===== config.mk =====
export PLATFORM = sky130hd
export DESIGN_NAME = seq_divider
export DESIGN_NICKNAME = d
export VERILOG_FILES = /design/src/rtl/seq_divider.sv
export SDC_FILE = /design/constraint.sdc
export NUM_CORES = 1
export LEC_CHECK = 0
export BUFFER_PORTS_ARGS = -buffer_cell sky130_fd_sc_hd__buf_2
export CORE_AREA = 2 2 108 110
export DETAILED_ROUTE_END_ITERATION = 8
export DIE_AREA = 0 0 110 112
export GPL_ROUTABILITY_DRIVEN = 0
export PLACE_DENSITY = 0.78
export SKIP_LAST_GASP = 1
export SYNTH_ARGS = -nofsm -noshare
export SYNTH_HDL_FRONTEND = slang
export SYNTH_SLANG_ARGS = --single-unit

===== constraint.sdc =====
create_clock -name clk -period 2.5 [get_ports clk]
set_input_delay 0.25 -clock clk [delete_from_list [all_inputs] [get_ports clk]]
set_output_delay 0.25 -clock clk [all_outputs]
set_load 0.03 [all_outputs]

===== src/rtl/seq_divider.sv =====
// ---------------------------------------------------------------------------
// seq_divider
//
// Multi-cycle restoring integer divider, one quotient bit per clock.
// Operands are captured on an accepted start; signed operation works on
// magnitudes and fixes the signs up in a single extra cycle, so the quotient
// truncates toward zero and the remainder carries the dividend's sign.
//
// Handshake: start is sampled only while the FSM is IDLE; the accepting edge
// captures the operands and signed_mode. busy is high while the datapath
// iterates (RUN and FIX). ready is a one-cycle pulse and result, remainder and
// div_by_zero are valid from that cycle, holding until the next operation
// writes them. Requests made while not IDLE are dropped, never queued.
//
// Ports:
//   clk          in   system clock, rising edge
//   reset        in   synchronous, active-high; overrides start
//   start        in   request a division (sampled in IDLE only)
//   signed_mode  in   1 = two's-complement operands, 0 = unsigned
//   dividend     in   [WORD_LENGTH-1:0] numerator
//   divisor      in   [WORD_LENGTH-1:0] denominator
//   busy         out  high while the division iterates
//   ready        out  one-cycle completion pulse
//   result       out  [WORD_LENGTH-1:0] quotient
//   remainder    out  [WORD_LENGTH-1:0] remainder
//   div_by_zero  out  set with ready when the captured divisor was zero
// ---------------------------------------------------------------------------
module seq_divider #(
    parameter int WORD_LENGTH = 16,
    parameter int CNT_WIDTH   = $clog2(WORD_LENGTH + 1)
) (
    input  logic                   clk,
    input  logic                   reset,
    input  logic                   start,
    input  logic                   signed_mode,
    input  logic [WORD_LENGTH-1:0] dividend,
    input  logic [WORD_LENGTH-1:0] divisor,
    output logic                   busy,
    output logic                   ready,
    output logic [WORD_LENGTH-1:0] result,
    output logic [WORD_LENGTH-1:0] remainder,
    output logic                   div_by_zero
);

    localparam logic [1:0] ST_IDLE = 2'd0;
    localparam logic [1:0] ST_RUN  = 2'd1;
    localparam logic [1:0] ST_FIX  = 2'd2;
    localparam logic [1:0] ST_DONE = 2'd3;

    localparam logic [CNT_WIDTH-1:0] LAST_ITER = CNT_WIDTH'(WORD_LENGTH - 1);

    logic [1:0]             state_q;
    logic [CNT_WIDTH-1:0]   cnt_q;

    // quo_q starts as the dividend magnitude; each RUN cycle shifts one
    // dividend bit out of the top and one quotient bit in at the bottom.
    // On the divide-by-zero path it simply holds the raw dividend.
    logic [WORD_LENGTH-1:0] quo_q;
    logic [WORD_LENGTH-1:0] rem_q;
    logic [WORD_LENGTH-1:0] dvs_q;
    logic                   q_neg_q;
    logic                   r_neg_q;
    logic                   dbz_q;

    logic [WORD_LENGTH-1:0] result_q;
    logic [WORD_LENGTH-1:0] remainder_q;
    logic                   ready_q;
    logic                   div_by_zero_q;

    // Operand conditioning for the accepting edge.
    logic                   dividend_neg;
    logic                   divisor_neg;
    logic [WORD_LENGTH-1:0] dividend_mag;
    logic [WORD_LENGTH-1:0] divisor_mag;

    // One restoring step. Because rem_q < dvs_q always holds, the shifted
    // value is below 2*dvs_q, so WORD_LENGTH+1 bits are enough and the MSB of
    // the difference is a reliable "went negative" flag.
    logic [WORD_LENGTH:0]   shifted;
    logic [WORD_LENGTH:0]   diff;
    logic                   diff_neg;

    // Sign fix-up values used in FIX.
    logic [WORD_LENGTH-1:0] quo_fixed;
    logic [WORD_LENGTH-1:0] rem_fixed;

    always_comb begin
        dividend_neg = signed_mode & dividend[WORD_LENGTH-1];
        divisor_neg  = signed_mode & divisor[WORD_LENGTH-1];
        // Most-negative input maps onto itself, which is the correct
        // unsigned magnitude 2^(WORD_LENGTH-1).
        dividend_mag = dividend_neg ? (WORD_LENGTH'(0) - dividend) : dividend;
        divisor_mag  = divisor_neg  ? (WORD_LENGTH'(0) - divisor)  : divisor;
    end

    always_comb begin
        shifted  = {rem_q, quo_q[WORD_LENGTH-1]};
        diff     = shifted - {1'b0, dvs_q};
        diff_neg = diff[WORD_LENGTH];
    end

    always_comb begin
        quo_fixed = q_neg_q ? (WORD_LENGTH'(0) - quo_q) : quo_q;
        rem_fixed = r_neg_q ? (WORD_LENGTH'(0) - rem_q) : rem_q;
    end

    always_ff @(posedge clk) begin
        if (reset) begin
            state_q       <= ST_IDLE;
            cnt_q         <= '0;
            quo_q         <= '0;
            rem_q         <= '0;
            dvs_q         <= '0;
            q_neg_q       <= 1'b0;
            r_neg_q       <= 1'b0;
            dbz_q         <= 1'b0;
            result_q      <= '0;
            remainder_q   <= '0;
            ready_q       <= 1'b0;
            div_by_zero_q <= 1'b0;
        end else begin
            ready_q <= 1'b0;
            case (state_q)
                ST_IDLE: begin
                    if (start) begin
                        if (divisor == '0) begin
                            // Keep the raw dividend for the remainder output;
                            // the flag itself is raised together with ready.
                            quo_q   <= dividend;
                            dbz_q   <= 1'b1;
                            state_q <= ST_DONE;
                        end else begin
                            quo_q         <= dividend_mag;
                            dvs_q         <= divisor_mag;
                            rem_q         <= '0;
                            cnt_q         <= '0;
                            q_neg_q       <= dividend_neg ^ divisor_neg;
                            r_neg_q       <= dividend_neg;
                            dbz_q         <= 1'b0;
                            div_by_zero_q <= 1'b0;
                            state_q       <= ST_RUN;
                        end
                    end
                end

                ST_RUN: begin
                    if (diff_neg) begin
                        // Restore: shifted < divisor, so its MSB is zero.
                        rem_q <= shifted[WORD_LENGTH-1:0];
                    end else begin
                        rem_q <= diff[WORD_LENGTH-1:0];
                    end
                    quo_q <= {quo_q[WORD_LENGTH-2:0], ~diff_neg};
                    cnt_q <= cnt_q + CNT_WIDTH'(1);
                    if (cnt_q == LAST_ITER) begin
                        state_q <= ST_FIX;
                    end
                end

                ST_FIX: begin
                    result_q    <= quo_fixed;
                    remainder_q <= rem_fixed;
                    state_q     <= ST_DONE;
                end

                ST_DONE: begin
                    ready_q <= 1'b1;
                    if (dbz_q) begin
                        result_q      <= '1;
                        remainder_q   <= quo_q;
                        div_by_zero_q <= 1'b1;
                    end
                    state_q <= ST_IDLE;
                end

                default: begin
                    state_q <= ST_IDLE;
                end
            endcase
        end
    end

    assign busy        = (state_q == ST_RUN) || (state_q == ST_FIX);
    assign ready       = ready_q;
    assign result      = result_q;
    assign remainder   = remainder_q;
    assign div_by_zero = div_by_zero_q;

endmodule

==> results of run 1 <==
[metal layers]
metal | part of all wire | routed length, um | vias to the layer above | global-route usage
li1 | - | - | 2834 | -
met5 | 0 | 0 | - | 0
met3 | 0.048 | 762 | 43 | 0.0445
met1 | 0.44 | 6880 | 2690 | 0.339
met2 | 0.48 | 7510 | 192 | 0.429
met4 | 0.036 | 562 | 0 | 0.115
[logic make-up (layout without fill, tap and decap cells)]
| kind of cell | Yosys count | after routing | share of synthesized area |
|---|---|---|---|
| xor gates and xnor gates | 65 | 65 | 0.103 |
| and+or+nand+nor | 266 | 266 | 0.209 |
| adders and majority gates | 27 | 27 | 0.0599 |
| buffers and inverters | 80 | 166 | 0.0532 |
| AOI/OAI and AO/OA | 212 | 212 | 0.238 |
| muxes | 10 | 10 | 0.0174 |
| DFF | 92 | 92 | 0.319 |
[layout make-up]
cell class                 instances  area, um^2  share of cell area
inverter                          37         139              0.0204
tap                              143         179              0.0262
timing repair buffer             113         709               0.104
sequential                        92        1840               0.270
clock inverter                     7        65.1             0.00954
multi-input combinational        580        3660               0.536
clock buffer                       9         225              0.0330
[registers in the layout, summed over array words and instances (netlist names)]
register	count
div_by_zero	1
dbz_q	1
result	16
ready	1
dvs_q	16
remainder	16
r_neg_q	1
state_q	2
rem_q	16
cnt_q	5
quo_q	16
q_neg_q	1
[report_power, final]
| group | switching, mW | internal [mW] |
|---|---|---|
| clock network | 0.649 | 0.697 |
| registers | 0.320 | 1.83 |
| logic | 2.54 | 1.67 |
[Yosys cell counts (4+ instances only)]
master and number:
nor2_1 95, dfxtp_1 92, nand2_1 87, o21ai_0 53, a21oi_1 52, xor2_1 39
clkbuf_1 37, inv_1 37, a211oi_1 27, ha_1 26, xnor2_1 24, nor3_1 19
nand3_1 15, o31ai_1 15, nand2b_1 12, mux2i_1 10, o211ai_1 8, o21a_1 8
a2111oi_0 7, nor2b_1 7, o22ai_1 7, a32oi_1 6, nor4_1 5, o41ai_1 5
a21o_1 4, a31oi_1 4, o31a_1 4, or4_1 4
[layout by cell type (no fill, tap or decap), drive strengths merged, types with 2 or more instances in the layout]
cell type / count
a21oi: 52
o31a: 4
mux2i: 10
or4: 6
nor2b: 7
or2: 2
inv: 41
nor3: 19
clkinv: 3
nand2b: 12
nand2: 87
o211ai: 8
nand4b: 3
and3: 3
o22ai: 7
nand3: 15
a32o: 2
a2111oi: 7
a21o: 4
a31oi: 4
buf: 113
o41ai: 5
nand4: 3
o21ai: 53
xnor2: 25
xor2: 40
nor4: 5
o21a: 8
a41oi: 2
o31ai: 16
o2111ai: 2
ha: 26
dfxtp: 92
a32oi: 6
a211oi: 28
clkbuf: 9
and2: 3
nor2: 95
[worst max-delay path: stages, from the launching register on]
cell	delay [ns]
dfxtp_2	0.34
inv_2	0.05
ha_4	0.15
fa_2	0.33
nand2b_4	0.16
a21oi_4	0.16
a21oi_2	0.08
o31a_1	0.27
buf_6	0.14
xnor2_4	0.18
buf_12	0.16
nand2_1	0.06
a32o_1	0.26
[what timing repair did]
action,in CTS,in global routing
gates resized for setup,4,9
buffers inserted,1,3
pin swaps,4,1
setup endpoints to repair,10,16
[final timing paths]
check | start | to | cells past startpoint
worst max-delay path | quo_q[15] | rem_q[0] | 12
worst min-delay path | divisor[0] | dvs_q[0] | 3
worst max register to register | quo_q[15] | rem_q[0] | 12
worst min register to register | dvs_q[4] | dvs_q[4] | 2
==> metrics.md, run 1 <==
| Metric | Value |
|---|---|
| Largest net degree at the start of global routing | `35` |
| Die span in x | `approximately 110 um` |
| Initial core utilization | `0.516` |
| Num CTS Buffers | `9` |
| Req. time, crit path | `2.74 ns` |
| Io pins | `71` |
| Placed Cells incl. Taps | `approximately 960` |
| Iteration-0 DRC Markers | `390` |
| Synthesized cell area | `~5800 um^2` |
| Top cell type's share of synthesized area | `0.319` |
| Clock slew at the register clock pins of the worst setup and hold paths | `0.07 ns` |
| Fin area | `around 6800 um^2` |
| Worst reg-to-reg setup slack | `0.05 ns` |
| Final Hold Slack | `0.209 ns` |
| PD cells | `1130 nW/um^2` |
| HP Class | `input pin to flop` |
| CTS tree | `yes` |
| Crit-path max FO | `11` |
| TNS Setup | `0 ns` |
| Crit end category | `flop` |
| Yosys synthesis warning count | `0` |
| Remaining antenna violation count after routing | `0` |
| TritonRoute pass-1 iters | `5` |
| DP Area | `approximately 6500 um^2` |
| Ant diodes | `0` |
| Top post-synthesis cells by area | `dfxtp_1, nor2_1, xor2_1, nand2_1, ha_1` |
| Clk_lat worst skew | `0.36 ns` |
| First-pass GRT wire length | `25800 um` |
| Critical Path AT | `2.69 ns` |
| Total power | `7.71 mW` |
| Fmax | `between 400 and 500 MHz` |
| Final Slew Violations | `0` |
| Initial antenna violation count | `0` |
| Slew @ Worst Pin | `around 0.71 ns` |
| Post-Syn Nets | `815` |
| Top_reg_cell synth | `dfxtp_1` |
| Clock skew | `0.0106 ns` |
| Post-DP HPWL | `approximately 12000 um` |
| Final setup vio count | `0` |
| Tmin final | `2.45 ns` |
| Fillers | `969` |
| Root Buffer | `clkbuf_16` |
| Longest Clk Path Bufs | `2` |
| Post-Syn Area per Cell | `7.67 um^2` |
| Post-synth top area cell | `dfxtp_1` |
| Layout Nets | `~900` |
| RSZ-0062 raised after global routing | `yes` |
| Final worst setup slack | `0.0473 ns` |
| Crit Path Class | `flop to flop` |
| Number of global-route vias before repair | `5514` |
| Final period util | `0.981` |
| Area Growth Syn to Fin | `18.3%` |
| DP Worst Slack | `-0.0169 ns` |
| Max Cap Violations | `0` |
| Seq/Total Area, Yosys | `0.319` |
| Seq cells post-synth | `92` |
| DRT Wirelength | `15700 um` |
| Peak VDD IR | `0.000848 V` |
| Worst setup SP type | `flop` |
| Fin. Hold Viols | `0` |
| Layout cells sized above 1 | `0.173` |
| Clock Sinks | `92` |
| Port-buffer cells | `70` |
| Finished Layout Cells | `981` |
| Grt ovf | `0` |
| DRC | `0` |
| Total GRT Usage | `0.264` |
| Row cnt | `39` |
| CTS Hold Bufs | `0` |
| Core box area | `11200 um^2` |
| CTS HTree Levels | `3` |
| Yosys cell types | `56` |
| Chip Height | `112 um` |
| Vias | `~5800` |
| Post-synth EDFFs | `0` |
| WL/cell | `16.0 um` |
| Worst slew margin | `0.526` |
| Gate count after technology mapping | `approximately 750` |
| Die area | `about 12000 um^2` |
| Leakage power | `2.81 nW` |
| Post-synth ARST share | `0` |
| Vias per cell | `roughly 6` |
| Status | `complete, no violations` |
| Core Util, Final | `0.610` |
Power figures use the tool's default switching activity.
==> run 2, diff against run 1 <==
--- a/config.mk
+++ b/config.mk
@@ -6,9 +6,9 @@
 export NUM_CORES = 1
 export LEC_CHECK = 0
 export BUFFER_PORTS_ARGS = -buffer_cell sky130_fd_sc_hd__buf_2
-export CORE_AREA = 2 2 108 110
+export CORE_AREA = 3 3 109 111
 export DETAILED_ROUTE_END_ITERATION = 8
-export DIE_AREA = 0 0 110 112
+export DIE_AREA = 0 0 112 114
 export GPL_ROUTABILITY_DRIVEN = 0
 export PLACE_DENSITY = 0.78
 export SKIP_LAST_GASP = 1
==> run 2 against run 1 <==
Register-to-register slack improved by 0.03 ns; sequential power barely moved; clock skew rose by 0.00069 ns; wire length fell by 1.8%; combinational power fell by 1%; clock-buffer cell count rose by 1; hold slack got worse by 0.044 ns; worst setup slack improved by 0.027 ns; flip-flop and latch count did not move; cell area fell by 1.5%.
==> metrics.md, run 2 (synthesis gave the netlist of run 1 again) <==
| Metric | Value |
|---|---|
| WL/cell | `15.8 um (was 16.0 um)` |
| Remaining antenna violation count after routing | `0 (unchanged)` |
| Chip Height | `114 um (was 112 um)` |
| Port-buffer cells | `70 (unchanged)` |
| FF+latch area | `1840 um^2 (unchanged)` |
| Die span in x | `112 um (was 110 um)` |
| Final period util | `0.970 (was 0.981)` |
| Max Cap Violations | `0 (unchanged)` |
| Initial core utilization | `0.530 (was 0.516)` |
| RSZ-0062 raised after global routing | `yes (unchanged)` |
| CTS HTree Levels | `3 (unchanged)` |
| Layout cells sized above 1 | `0.176 (was 0.173)` |
| Most common cell after layout, fill and taps aside | `nor2_1 (unchanged)` |
| Leakage power | `2.76 nW (was 2.81 nW)` |
| Min-Delay Endpoint | `dvs_q[1] (was dvs_q[0])` |
| Placed Cells incl. Taps | `958 (was 961)` |
| CTS Hold Bufs | `0 (unchanged)` |
| Tmin final | `2.43 ns (was 2.45 ns)` |
| Final Hold Slack | `0.165 ns (was 0.209 ns)` |
| Vias per cell | `5.83 (was 5.87)` |
| First-pass GRT wire length | `25200 um (was 25800 um)` |
| Peak VDD IR | `0.000795 V (was 0.000848 V)` |
| TritonRoute pass-1 iters | `5 (unchanged)` |
| DRC | `0 (unchanged)` |
| Slew @ Worst Pin | `0.600 ns (was 0.710 ns)` |
| Vias | `5695 (was 5759)` |
| DRT Wirelength | `15400 um (was 15700 um)` |
| Grt ovf | `0 (unchanged)` |
| Post-DP HPWL | `11700 um (was 12000 um)` |
| CTS tree | `yes (unchanged)` |
| Clock slew at the register clock pins of the worst setup and hold paths | `0.10 ns (was 0.07 ns)` |
| Root Buffer | `clkbuf_8 (was clkbuf_16)` |
| Die area | `12800 um^2 (was 12300 um^2)` |
| Clk_lat worst skew | `0.39 ns (was 0.36 ns)` |
| Ant diodes | `0 (unchanged)` |
| Iteration-0 DRC Markers | `399 (was 390)` |
| Total GRT Usage | `0.240 (was 0.264)` |
| PD cells | `1100 nW/um^2 (was 1130 nW/um^2)` |
| Commonest non-fill, non-tap cells in the layout | `nor2_1, dfxtp_1, nand2_1, buf_2, o21ai_0 (was nor2_1, dfxtp_1, nand2_1, buf_2, a21oi_1)` |
| HP Class | `input pin to flop (unchanged)` |
| Io pins | `71 (unchanged)` |
| Area Growth Syn to Fin | `16.4% (was 18.3%)` |
| Hold-critical path depth | `3 (unchanged)` |
| Worst R2R End | `rem_q[11] (was rem_q[0])` |
| Clock skew | `0.0113 ns (was 0.0106 ns)` |
| Layout Nets | `895 (was 896)` |
| Initial antenna violation count | `0 (unchanged)` |
| Fillers | `933 (was 969)` |
| Clock Sinks | `92 (unchanged)` |
| Footprint of the multi-input gates | `3670 um^2 (was 3660 um^2)` |
| Worst reg-to-reg setup slack | `0.07 ns (was 0.05 ns)` |
| Core box area | `10900 um^2 (was 11200 um^2)` |
| Critical Path AT | `2.68 ns (was 2.69 ns)` |
| Crit-path max FO | `8 (was 11)` |
| Largest net degree at the start of global routing | `51 (was 35)` |
| Worst slew margin | `0.600 (was 0.526)` |
| Fin. Hold Viols | `0 (unchanged)` |
| Status | `complete, no violations (unchanged)` |
| Longest Clk Path Bufs | `2 (unchanged)` |
| Crit end category | `flop (unchanged)` |
| Num CTS Buffers | `9 (unchanged)` |
| Number of global-route vias before repair | `5310 (was 5514)` |
| Hold path start | `divisor[1] (was divisor[0])` |
| FF-to-FF path depth | `11 (was 12)` |
| Total power | `7.38 mW (was 7.71 mW)` |
| Crit Path Class | `flop to flop (unchanged)` |
| Row cnt | `38 (was 39)` |
| Req. time, crit path | `2.76 ns (was 2.74 ns)` |
| Finished Layout Cells | `977 (was 981)` |
| Reg2Reg Launch Point | `quo_q[15] (unchanged)` |
| Final Slew Violations | `0 (unchanged)` |
| Worst setup SP type | `flop (unchanged)` |
| Fmax | `412 MHz (was 408 MHz)` |
| Final setup vio count | `0 (unchanged)` |
| DP Worst Slack | `-0.0499 ns (was -0.0169 ns)` |
| Final worst setup slack | `0.0738 ns (was 0.0473 ns)` |
-- run 2: power by group --
group,internal [mW],leakage (nW),switching [mW]
Sequential,1.83,0.752,0.310
Clock,0.498,0.101,0.580
Combinational,1.63,1.90,2.53
Total,3.95,2.76,3.42
-- run 2: metrics by stage --
stage | TNS [ns] | utilization | cell area (um^2)
4_1_cts | 0 | 0.613 | 6670
2_1_floorplan | 0 | - | 5790
3_5_place_dp | -0.203 | 0.593 | 6450
6_report | 0 | 0.617 | 6710
5_1_grt | -0.0560 | 0.617 | 6710
3_3_place_gp | 0 | 0.593 | 6450
-- run 2: what timing repair did --
| item | CTS | global route |
|---|---|---|
| endpoints found under the hold margin | 0 | 0 |
| cloned | 0 | 0 |
| gates resized for setup | 3 | 10 |
| buffers inserted | 0 | 3 |
| setup endpoints to repair | 5 | 17 |
| pin swaps | 2 | 6 |
-- run 2: worst max-delay path: stages, from the launching register on --
cell,delay (ns)
dfxtp_2,0.35
inv_2,0.05
ha_4,0.15
fa_2,0.36
nand2b_4,0.16
a21oi_4,0.13
a21oi_2,0.07
o31a_1,0.34
xnor2_4,0.23
buf_6,0.17
mux2i_1,0.18
o21ai_0,0.09
-- run 2: final cells by class --
| class | instances | area share |
|---|---|---|
| multi-input cells | 580 | 0.546 |
| flip-flops and latches | 92 | 0.275 |
| repair buffers | 112 | 0.102 |
| well taps | 140 | 0.0261 |
| inverters | 37 | 0.0207 |
| clock buffers | 10 | 0.0205 |
| clock inverters | 6 | 0.0104 |
-- run 2: worst max path at each step --
stage                     slack [ns]       from   endpoint
after floorplan                 0.02  quo_q[15]   quo_q[0]
after global placement          0.04  quo_q[15]   rem_q[5]
after detailed placement       -0.05  quo_q[15]   rem_q[5]
after CTS                      0.005  quo_q[15]   rem_q[6]
after global routing           -0.02  quo_q[15]   rem_q[5]
final                           0.07  quo_q[15]  rem_q[11]
-- run 2: layer usage --
layer | vias to the layer above | part of all wire | routed length (um) | track usage
met5 | - | 0 | 0 | 0
met4 | 0 | 0.026 | 400 | 0.0962
met3 | 34 | 0.055 | 850 | 0.0340
met2 | 203 | 0.46 | 7110 | 0.384
met1 | 2648 | 0.46 | 7070 | 0.330
li1 | 2810 | - | - | -
==> run 3, diff against run 2 <==
--- a/config.mk
+++ b/config.mk
@@ -6,11 +6,11 @@
 export NUM_CORES = 1
 export LEC_CHECK = 0
 export BUFFER_PORTS_ARGS = -buffer_cell sky130_fd_sc_hd__buf_2
-export CORE_AREA = 3 3 109 111
+export CORE_AREA = 3 3 123 89
 export DETAILED_ROUTE_END_ITERATION = 8
-export DIE_AREA = 0 0 112 114
+export DIE_AREA = 0 0 126 92
 export GPL_ROUTABILITY_DRIVEN = 0
-export PLACE_DENSITY = 0.78
+export PLACE_DENSITY = 0.83
 export SKIP_LAST_GASP = 1
 export SYNTH_ARGS = -nofsm -noshare
 export SYNTH_HDL_FRONTEND = slang
==> constraint.sdc (replaced) <==
create_clock -name clk -period 2.3 [get_ports clk]
set_input_delay 0.23 -clock clk [delete_from_list [all_inputs] [get_ports clk]]
set_output_delay 0.23 -clock clk [all_outputs]
set_load 0.03 [all_outputs]
==> run 3 against run 2 <==
The run now ends with negative setup slack left; power is 21% higher; wire length rose by 12%; clock-buffer cell count down 1; combinational power rose by 21%; critical path type unchanged; largest cell class unchanged.
==> metrics.md, run 3 (synthesis gave the netlist of run 1 again) <==
| Metric | Value |
|---|---|
| Longest Clk Path Bufs | `2 (unchanged)` |
| Clock Sinks | `92 (unchanged)` |
| Worst reg-to-reg setup slack | `-0.20 ns (was 0.07 ns)` |
| HP Class | `input pin to flop (unchanged)` |
| Chip Height | `92 um (was 114 um)` |
| Fin area | `7070 um^2 (was 6710 um^2)` |
| TNS Setup | `-1.72 ns (was 0 ns)` |
| Final Hold Slack | `0.188 ns (was 0.165 ns)` |
| Commonest non-fill, non-tap cells in the layout | `nor2_1, dfxtp_1, nand2_1, buf_2, buf_4 (was nor2_1, dfxtp_1, nand2_1, buf_2, o21ai_0)` |
| Largest net degree at the start of global routing | `49 (was 51)` |
| Final Slew Violations | `0 (unchanged)` |
| Final worst setup slack | `-0.197 ns (was 0.0738 ns)` |
| Vias per cell | `6.09 (was 5.83)` |
| Row cnt | `30 (was 38)` |
| Core box area | `9760 um^2 (was 10900 um^2)` |
| Critical Path AT | `2.73 ns (was 2.68 ns)` |
| Slew @ Worst Pin | `0.630 ns (was 0.600 ns)` |
| Clock slew at the register clock pins of the worst setup and hold paths | `0.07 ns (was 0.10 ns)` |
| Total GRT Usage | `0.288 (was 0.240)` |
| Fin. Hold Viols | `0 (unchanged)` |
| Hold path start | `divisor[0] (was divisor[1])` |
| Most frequent CP cell | `buf_6` |
| Placed Cells incl. Taps | `967 (was 958)` |
| CTS tree | `yes (unchanged)` |
| FF-to-FF path depth | `12 (was 11)` |
| Root Buffer | `clkbuf_16 (was clkbuf_8)` |
| Most common cell after layout, fill and taps aside | `nor2_1 (unchanged)` |
| Worst slew margin | `0.579 (was 0.600)` |
| Failing checks | `negative setup slack` |
| Post-DP HPWL | `12800 um (was 11700 um)` |
| Die area | `11600 um^2 (was 12800 um^2)` |
| First-pass GRT wire length | `27300 um (was 25200 um)` |
| Final period util | `1.09 (was 0.970)` |
| Ant diodes | `0 (unchanged)` |
| Critical path, cell by cell | `inv_2 -> ha_4 -> fa_2 -> nand2b_4 -> a21oi_4 -> a21oi_2 -> o31a_1 -> buf_6 -> xnor2_4 -> buf_6 -> nand2_1 -> a32o_2 (was inv_2 -> ha_4 -> fa_2 -> nand2b_4 -> a21oi_4 -> a21oi_2 -> o31a_1 -> xnor2_4 -> buf_6 -> mux2i_1 -> o21ai_0)` |
| Iteration-0 DRC Markers | `584 (was 399)` |
| Initial antenna violation count | `0 (unchanged)` |
| TritonRoute pass-1 iters | `8 (was 5)` |
| DP Worst Slack | `-0.171 ns (was -0.0499 ns)` |
| Crit-path max FO | `7 (was 8)` |
| Number of global-route vias before repair | `5514 (was 5310)` |
| CTS Hold Bufs | `0 (unchanged)` |
| Layout cells sized above 1 | `0.210 (was 0.176)` |
| Tmin final | `2.50 ns (was 2.43 ns)` |
| Hold-critical path depth | `3 (unchanged)` |
| Worst R2R End | `rem_q[0] (was rem_q[11])` |
| CP max stage cell | `dfxtp_2 (was fa_2)` |
| Crit Path Class | `flop to flop (unchanged)` |
| Area Growth Syn to Fin | `22.7% (was 16.4%)` |
| Final setup vio count | `16 (was 0)` |
| Num CTS Buffers | `9 (unchanged)` |
| Io pins | `71 (unchanged)` |
| Remaining antenna violation count after routing | `0 (unchanged)` |
| Req. time, crit path | `2.54 ns (was 2.76 ns)` |
| WL/cell | `17.4 um (was 15.8 um)` |
| Status | `complete, but fails checks (was complete, no violations)` |
| Leakage power | `2.95 nW (was 2.76 nW)` |
| Clock skew | `0.00925 ns (was 0.0113 ns)` |
| Layout Nets | `924 (was 895)` |
| Core Util, Final | `0.725 (was 0.617)` |
| Crit end category | `flop (unchanged)` |
| Clk_lat worst skew | `0.35 ns (was 0.39 ns)` |
| Fmax | `400 MHz (was 412 MHz)` |
| Slowest stage delay, CP | `0.34 ns (was 0.36 ns)` |
| Reg2Reg Launch Point | `quo_q[15] (unchanged)` |
| Max Cap Violations | `0 (unchanged)` |
| Min-Delay Endpoint | `dvs_q[0] (was dvs_q[1])` |
| DRT Wirelength | `17300 um (was 15400 um)` |
| Worst setup SP type | `flop (unchanged)` |
| Die span in x | `126 um (was 112 um)` |
| Vias | `6052 (was 5695)` |
| RSZ-0062 raised after global routing | `yes (unchanged)` |
| Peak VDD IR | `0.000754 V (was 0.000795 V)` |
| Total power | `8.90 mW (was 7.38 mW)` |
| Port-buffer cells | `70 (unchanged)` |
| Initial core utilization | `0.591 (was 0.530)` |
| DRC | `0 (unchanged)` |
| CTS HTree Levels | `3 (unchanged)` |
| Finished Layout Cells | `994 (was 977)` |
| Grt ovf | `0 (unchanged)` |
| DP Area | `6610 um^2 (was 6450 um^2)` |
| PD cells | `1260 nW/um^2 (was 1100 nW/um^2)` |
==> run 3: cell count changes in the layout (fill, tap and decap cells not counted), sizes merged <==
cell and delta:
inv +1, clkbuf -1, clkinv -1, buf +29, clkinvlp +1
==> run 3: cell type report <==
cell class	count	area, um^2
well taps	128	160
multi-input cells	580	3710
inverters	37	139
flip-flops and latches	92	1840
repair buffers	141	911
clock buffers	9	225
clock inverters	7	81.3
fillers	699	2690
==> run 3: per-layer routing <==
metal,GRT usage,part of all wire,up-vias
li1,-,-,2869
met1,0.405,0.45,2807
met2,0.443,0.44,335
met3,0.0687,0.094,41
met4,0.0750,0.022,0
met5,0,0,-
==> run 3: worst max path at each step <==
stage / from / to / slack (ns) / cells after the start
after floorplan: quo_q[15] / quo_q[0] / -0.06 / 11
after global placement: quo_q[15] / rem_q[8] / -0.08 / 11
after detailed placement: quo_q[15] / rem_q[11] / -0.17 / 11
after CTS: quo_q[15] / rem_q[0] / -0.15 / 10
after global routing: quo_q[15] / rem_q[0] / -0.29 / 12
final: quo_q[15] / rem_q[0] / -0.20 / 12
==> run 3: timing repair <==
action / CTS / global route
endpoints found under the setup margin: 17 / 18
gates cloned: 1 / 0
endpoints found under the hold margin: 0 / 0
setup buffers: 6 / 4
pin swaps: 17 / 4
gates resized for setup: 8 / 6
==> run 3: power breakdown <==
part	internal [mW]	switching [mW]	total, mW	leakage, nW
combinational	2.01	3.04	5.05	2.06
clock	0.858	0.691	1.55	0.141
sequential	1.99	0.310	2.30	0.752
==> run 3: worst max-delay path, delay by kind of cell, from the launching register on <==
| kind | cells | cell delay, ns |
|---|---|---|
| buf+inv | 3 | 0.34 |
| xor+xnor | 1 | 0.19 |
| flops | 1 | 0.34 |
| fa+ha+maj | 2 | 0.49 |
| compound gates | 4 | 0.79 |
| simple gates | 2 | 0.23 |
